$ cat config.mk
export PLATFORM = sky130hd
export DESIGN_NAME = led_ctrl
export DESIGN_NICKNAME = d
export VERILOG_FILES = /design/src/rtl/led_ctrl.sv
export SDC_FILE = /design/constraint.sdc
export NUM_CORES = 1
export LEC_CHECK = 0
export CORE_ASPECT_RATIO = 1.4
export CORE_MARGIN = 2
export CORE_UTILIZATION = 34
export CTS_BUF_LIST = sky130_fd_sc_hd__clkbuf_4 sky130_fd_sc_hd__clkbuf_8
export CTS_CLUSTER_SIZE = 28
export DETAILED_ROUTE_END_ITERATION = 10
export HOLD_SLACK_MARGIN = 0.03
export PLACE_DENSITY_LB_ADDON = 0.05
export SYNTH_ARGS = -nofsm -noshare
export SYNTH_HDL_FRONTEND = slang
export SYNTH_SLANG_ARGS = --single-unit
export TNS_END_PERCENT = 1
$ cat constraint.sdc
create_clock -name Clk -period 3.61 [get_ports Clk]
set_input_delay 0.5415 -clock Clk [delete_from_list [all_inputs] [get_ports Clk]]
set_output_delay 0.5415 -clock Clk [all_outputs]
set_load 0.1 [all_outputs]
$ cat src/rtl/led_ctrl.sv
// Memory-mapped LED controller: static pattern, per-channel blink, programmable
// blink half-period and global enable. Defining LED_PWM_EN adds a global PWM brightness stage.
module led_ctrl #(
    parameter int unsigned WIDTH   = 32,
    parameter int unsigned PRESC_W = 24
) (
    input  logic             Clk,
    input  logic             Reset,
    input  logic             WE,
    input  logic [1:0]       Addr,
    input  logic [3:0]       BE,
    input  logic [31:0]      DIn,
    output logic [31:0]      DOut,
    output logic [WIDTH-1:0] LEDLight
);

    typedef enum logic [1:0] {
        ADDR_LIGHT  = 2'd0,
        ADDR_BLINK  = 2'd1,
        ADDR_PERIOD = 2'd2,
        ADDR_CTRL   = 2'd3
    } reg_addr_e;

    // Replace only the bytes whose enable is set; the rest keep the current contents.
    function automatic logic [31:0] byte_merge(input logic [31:0] cur_i,
                                               input logic [31:0] wr_i,
                                               input logic [3:0]  be_i);
        logic [31:0] res;
        res = cur_i;
        for (int k = 0; k < 4; k++) begin
            if (be_i[k]) res[8*k +: 8] = wr_i[8*k +: 8];
        end
        return res;
    endfunction

    reg_addr_e addr;
    logic wr_light, wr_blink, wr_period, wr_ctrl;

    logic [WIDTH-1:0]   light_q, light_d;
    logic [WIDTH-1:0]   blink_q, blink_d;
    logic [PRESC_W-1:0] period_q, period_d;
    logic [PRESC_W-1:0] cnt_q, cnt_d;
    logic               en_q, en_d;
    logic               phase_q, phase_d;
    logic [WIDTH-1:0]   led_q, led_d;
    logic [7:0]         duty_rd;
    logic               pwm_on;

    assign addr      = reg_addr_e'(Addr);
    assign wr_light  = WE && (addr == ADDR_LIGHT);
    assign wr_blink  = WE && (addr == ADDR_BLINK);
    assign wr_period = WE && (addr == ADDR_PERIOD);
    assign wr_ctrl   = WE && (addr == ADDR_CTRL);

    // Register file next-state; bits beyond the implemented width are dropped by the casts.
    always_comb begin
        // NOTE: every variable gets a default first so no path leaves it unassigned (no latch).
        light_d  = light_q;
        blink_d  = blink_q;
        period_d = period_q;
        en_d     = en_q;
        if (wr_light)  light_d  = WIDTH'(byte_merge(32'(light_q), DIn, BE));
        if (wr_blink)  blink_d  = WIDTH'(byte_merge(32'(blink_q), DIn, BE));
        if (wr_period) period_d = PRESC_W'(byte_merge(32'(period_q), DIn, BE));
        if (wr_ctrl && BE[0]) en_d = DIn[0];
    end

    // Blink prescaler: a zero period pins the phase high so blinking channels stay on.
    always_comb begin
        cnt_d   = cnt_q;
        phase_d = phase_q;
        if (period_q == '0) begin
            cnt_d   = '0;
            phase_d = 1'b1;
        end else if (wr_period) begin
            cnt_d = '0;
        end else if (cnt_q == period_q - PRESC_W'(1)) begin
            cnt_d   = '0;
            phase_d = ~phase_q;
        end else begin
            cnt_d = cnt_q + PRESC_W'(1);
        end
    end

`ifdef LED_PWM_EN
    logic [7:0] duty_q, duty_d;
    logic [7:0] pwm_cnt_q;

    always_comb begin
        duty_d = duty_q;
        if (wr_ctrl && BE[1]) duty_d = DIn[15:8];
    end

    always_ff @(posedge Clk or negedge Reset) begin
        if (!Reset) begin
            duty_q    <= 8'h00;
            pwm_cnt_q <= 8'h00;
        end else begin
            duty_q    <= duty_d;
            pwm_cnt_q <= pwm_cnt_q + 8'd1;
        end
    end

    assign duty_rd = duty_q;
    assign pwm_on  = (duty_q == 8'hFF) || (pwm_cnt_q < duty_q);
`else
    assign duty_rd = 8'h00;
    assign pwm_on  = 1'b1;
`endif

    // Pins are active-low, so the lit mask is inverted before it is registered.
    assign led_d = ~({WIDTH{en_q & pwm_on}} & light_q & (~blink_q | {WIDTH{phase_q}}));

    always_ff @(posedge Clk or negedge Reset) begin
        if (!Reset) begin
            light_q  <= '0;
            blink_q  <= '0;
            period_q <= '0;
            cnt_q    <= '0;
            en_q     <= 1'b0;
            phase_q  <= 1'b0;
            led_q    <= '1;
        end else begin
            // NOTE: non-blocking assignments so every register samples pre-edge values.
            light_q  <= light_d;
            blink_q  <= blink_d;
            period_q <= period_d;
            cnt_q    <= cnt_d;
            en_q     <= en_d;
            phase_q  <= phase_d;
            led_q    <= led_d;
        end
    end

    assign LEDLight = led_q;

    always_comb begin
        DOut = 32'h0;
        case (addr)
            ADDR_LIGHT:  DOut = 32'(light_q);
            ADDR_BLINK:  DOut = 32'(blink_q);
            ADDR_PERIOD: DOut = 32'(period_q);
            ADDR_CTRL:   DOut = {15'h0, phase_q, duty_rd, 7'h0, en_q};
            default:     DOut = 32'h0;
        endcase
    end

endmodule

==> impl_summary.md <==
STA
The fmax is about 350 MHz. Across all hold checks on the routed design, the worst slack comes to around 0.13 ns. Setup violations remaining at the end of the flow were counted as 0. The worst clock skew is around 0.017 ns. The count of endpoints failing hold in the final timing report is 0. Setup repair after global routing left no endpoint under its margin.

The setup slack of the critical path after layout is 0.713 ns. Setup total negative slack on the finished layout was measured at 0 ns. At the pin with the least slew margin, the transition time is approximately 1 ns. The normalized max-slew margin is 31.2%.

The time the worst path needs with I/O delays and setup is around 2.9 ns. The final-report max-slew violation count is 0. The ratio of final minimum period to clock period is 80.2%.

Placement
Once detailed placement completed, the half-perimeter wirelength came to approximately 15000 um. The count of port buffers added during placement is around 100. The post-placement worst setup slack is 0.725 ns. The weighted congestion reported at the end of routability-driven placement is 0.840.

Global route
The total global routing overflow is 0. The wire length of the first global-routing pass is 32800 um. In the global route stage, overall resource usage came out at a little under a fifth. The number of antenna violations at the first check in global routing came to 0. Entering global routing, the biggest net connects 80 pins. The via count of the first global-routing pass is between 5000 and 6000.

Floorplan
approximately 110 I/O pins were placed. The row count is between 60 and 70. The overall die width is approximately 130 um.

The initial utilization of the core area, before any placement, comes to approximately a third. The area of the die is 22600 um2. Measured along the y axis, the die boundary spans ~180 um.

The area of the core is around 21000 um2.

Critical path
The worst endpoint data arrival time is between 3 and 4 ns. The startpoint identified for the worst register-to-register timing path is period_q[7]$_DFFE_PN0P_. The type of the worst setup path is reg2reg. The number of cells on the worst reg-to-reg path is 7. STA classifies the critical path endpoint as a register.

STA classifies the critical path startpoint as a register. Data on the critical path is required at its endpoint by between 3 and 4 ns. The register-to-register path setup slack is 0.71 ns. Of all nets on the critical path, the largest fanout is 10. The endpoint identified for the worst register-to-register timing path is phase_q$_DFFE_PN0P_.

CTS
The CTS sink count is 146. CTS placed an instance of clkbuf_8 at the clock tree root. The latest clock arrival within the worst-skew pair is between 0.4 and 0.5 ns. The count of instances resized after the clock tree is built is 0. The number of levels the H-tree was split into is 4. Once the clock tree was built, the setup fixing pass inserted 0 buffers. After clock tree synthesis, the clock-pin slew on the worst setup and hold paths is roughly 0.090 ns. TritonCTS built the clock tree. The number of buffers on the longest clock path is 2. After clock tree synthesis, the flow added hold-fix buffers numbering 0. In this run, CTS created clock tree buffers numbering 17.

Power and ir drop
Across the VDD grid, the largest voltage drop is about 0.0003 V. The static leakage is approximately 0.0040 uW. Dividing total power by cell area gives a power density of roughly 650 nW/um2. After layout, the design draws a total of roughly 6000 uW.

Finish
The library cell used most frequently in the layout, excluding fill and tap cells, is dfrtp_1. The number of nets in the final layout is between 700 and 800. Measured on the finished design, the core utilization comes to around 44%. Relative to the synthesized area, the layout overhead comes to 28.4%. In the layout the commonest cells are 114 x dfrtp_1, 89 x mux2_2, 70 x clkdlybuf4s50_1. Counting the fill cells in the layout gives around 2000.

The repair_antennas step left the layout with diodes totalling 0. The post-route netlist has between 20% and 30% of its cells at a drive strength greater than 1.

Detailed routing
The count of nets left with antenna violations once routing finished came out at 0. In this run, the number of DRC markers left after iteration 0 of detailed routing was 258. Dividing the detail-routed wire length by the instance count gives ~20 um. The first detailed-routing pass ran for 4 iterations.

The final route contains between 5000 and 6000 vias. The final wirelength is between 20000 and 25000 um. The routed via count divided by cell count is between 5 and 6.

After detailed routing, the number of remaining DRC violations is 0.

Run status
The run finished with clean final reports.

Synth
The post-synthesis sequential area ratio is 50.8%. Synthesis produced a netlist with a net count of 688. The primary flip-flop cell chosen by synthesis mapping is dfrtp_1. The mean instance size in the synthesized netlist is ~11 um2.

The number of flip-flops and latches in the synthesized netlist is 146. The post-synthesis cell count is ~650. The number of different library cells used by synthesis comes to 51.

The post-synth design cell area is slightly above 7000 um2. The fraction of registers with async set/reset is 100%. The number of flops mapped to enable cells by yosys is 0. For this run, the number of Yosys warnings is 0.

Run
Max-cap violations in this run came to 0.

Hold path
The path category of the worst min-delay check is in2async.
area by class of cell:
class	count	area (um2)	share of cell area, %
Multi-Input combinational cell	429	3290	35.2
Clock buffer	18	248	2.65
Clock inverter	14	138	1.47
Inverter	39	146	1.57
Tap cell	260	325	3.48
Sequential cell	146	3690	39.5
Timing Repair Buffer	121	1500	16.0
metrics by stage:
step,instance area (um2),instances
4_1_cts,9340,1027
3_3_place_gp,8950,995
2_1_floorplan,7270,645
3_5_place_dp,8950,995
6_report,9340,1027
5_1_grt,9340,1027
per-layer routing:
metal  share of wire [%]  wire length, um  track usage [%]  vias to the layer above
met5                   0                0                0                        -
met4                 1.4              278             5.31                        0
met3                 3.2              647             3.78                       17
met2                  54            10900             33.7                      106
met1                  42             8580             23.3                     2734
li1                    -                -                -                     2498
critical path, stage by stage, from the launching register on:
cell	delay (ns)
dfrtp_1	0.48
or4_4	0.62
nor4b_4	0.38
o311ai_0	0.21
a21oi_1	0.27
nand4bb_1	0.16
o31a_1	0.31
or3_1	0.34
logic make-up after synthesis:
family	share of synthesized area, %
compound gates	8.00
buf+inv	3.97
mux	18.7
xor+xnor	5.78
fa+ha+maj	0.344
simple gates	12.4
flops	50.8
registers in the layout, indices dropped and copies added, names as in the netlist:
name      count
phase_q       1
light_q      32
period_q     24
en_q          1
cnt_q        24
LEDLight     32
blink_q      32
how the worst max path moves through the flow:
stage                                        start                  end  slack [ns]  cells after the start
after floorplan                            Addr[0]             DOut[19]       -0.52                      4
after global placement    period_q[18]$_DFFE_PN0P_  phase_q$_DFFE_PN0P_        0.76                      7
after detailed placement   period_q[7]$_DFFE_PN0P_  phase_q$_DFFE_PN0P_        0.72                      7
after CTS                  period_q[7]$_DFFE_PN0P_  phase_q$_DFFE_PN0P_        0.71                      7
after global routing       period_q[0]$_DFFE_PN0P_  phase_q$_DFFE_PN0P_        0.52                      9
final                      period_q[7]$_DFFE_PN0P_  phase_q$_DFFE_PN0P_        0.71                      7
where the power goes:
group	internal, uW	leakage [uW]	switching [uW]	total (uW)
logic	858	0.00202	1680	2530
registers	2000	0.00174	325	2330
clock network	529	0.000191	721	1250
total	3390	0.00395	2720	6110
Yosys cell counts (3+ instances only):
cell type  instances  share of area (%)
a211o_1            3               0.36
dfrtp_1          114                 39
o21ai_0           25                1.7
or4_4              3               0.46
dfstp_2           32                 12
buf_6              3               0.46
o31a_1             3               0.36
clkbuf_1          23                1.2
nand4_1           10               0.86
and3_1             8               0.69
nor2b_1            8               0.69
nor3_1            10               0.69
a211oi_1           3               0.31
inv_1             39                2.0
nand2_1           41                2.1
xor2_1            31                3.7
xnor2_1           17                2.0
o211ai_1          35                3.6
a21oi_1            6               0.41
nor2_1            45                2.3
nand3_1           16                1.1
nor4_1             6               0.52
or3_1              5               0.43
mux2i_1           31                4.3
nand2b_1           5               0.43
mux2_2            89                 14
No activity file was read; power rests on OpenSTA's default activity.
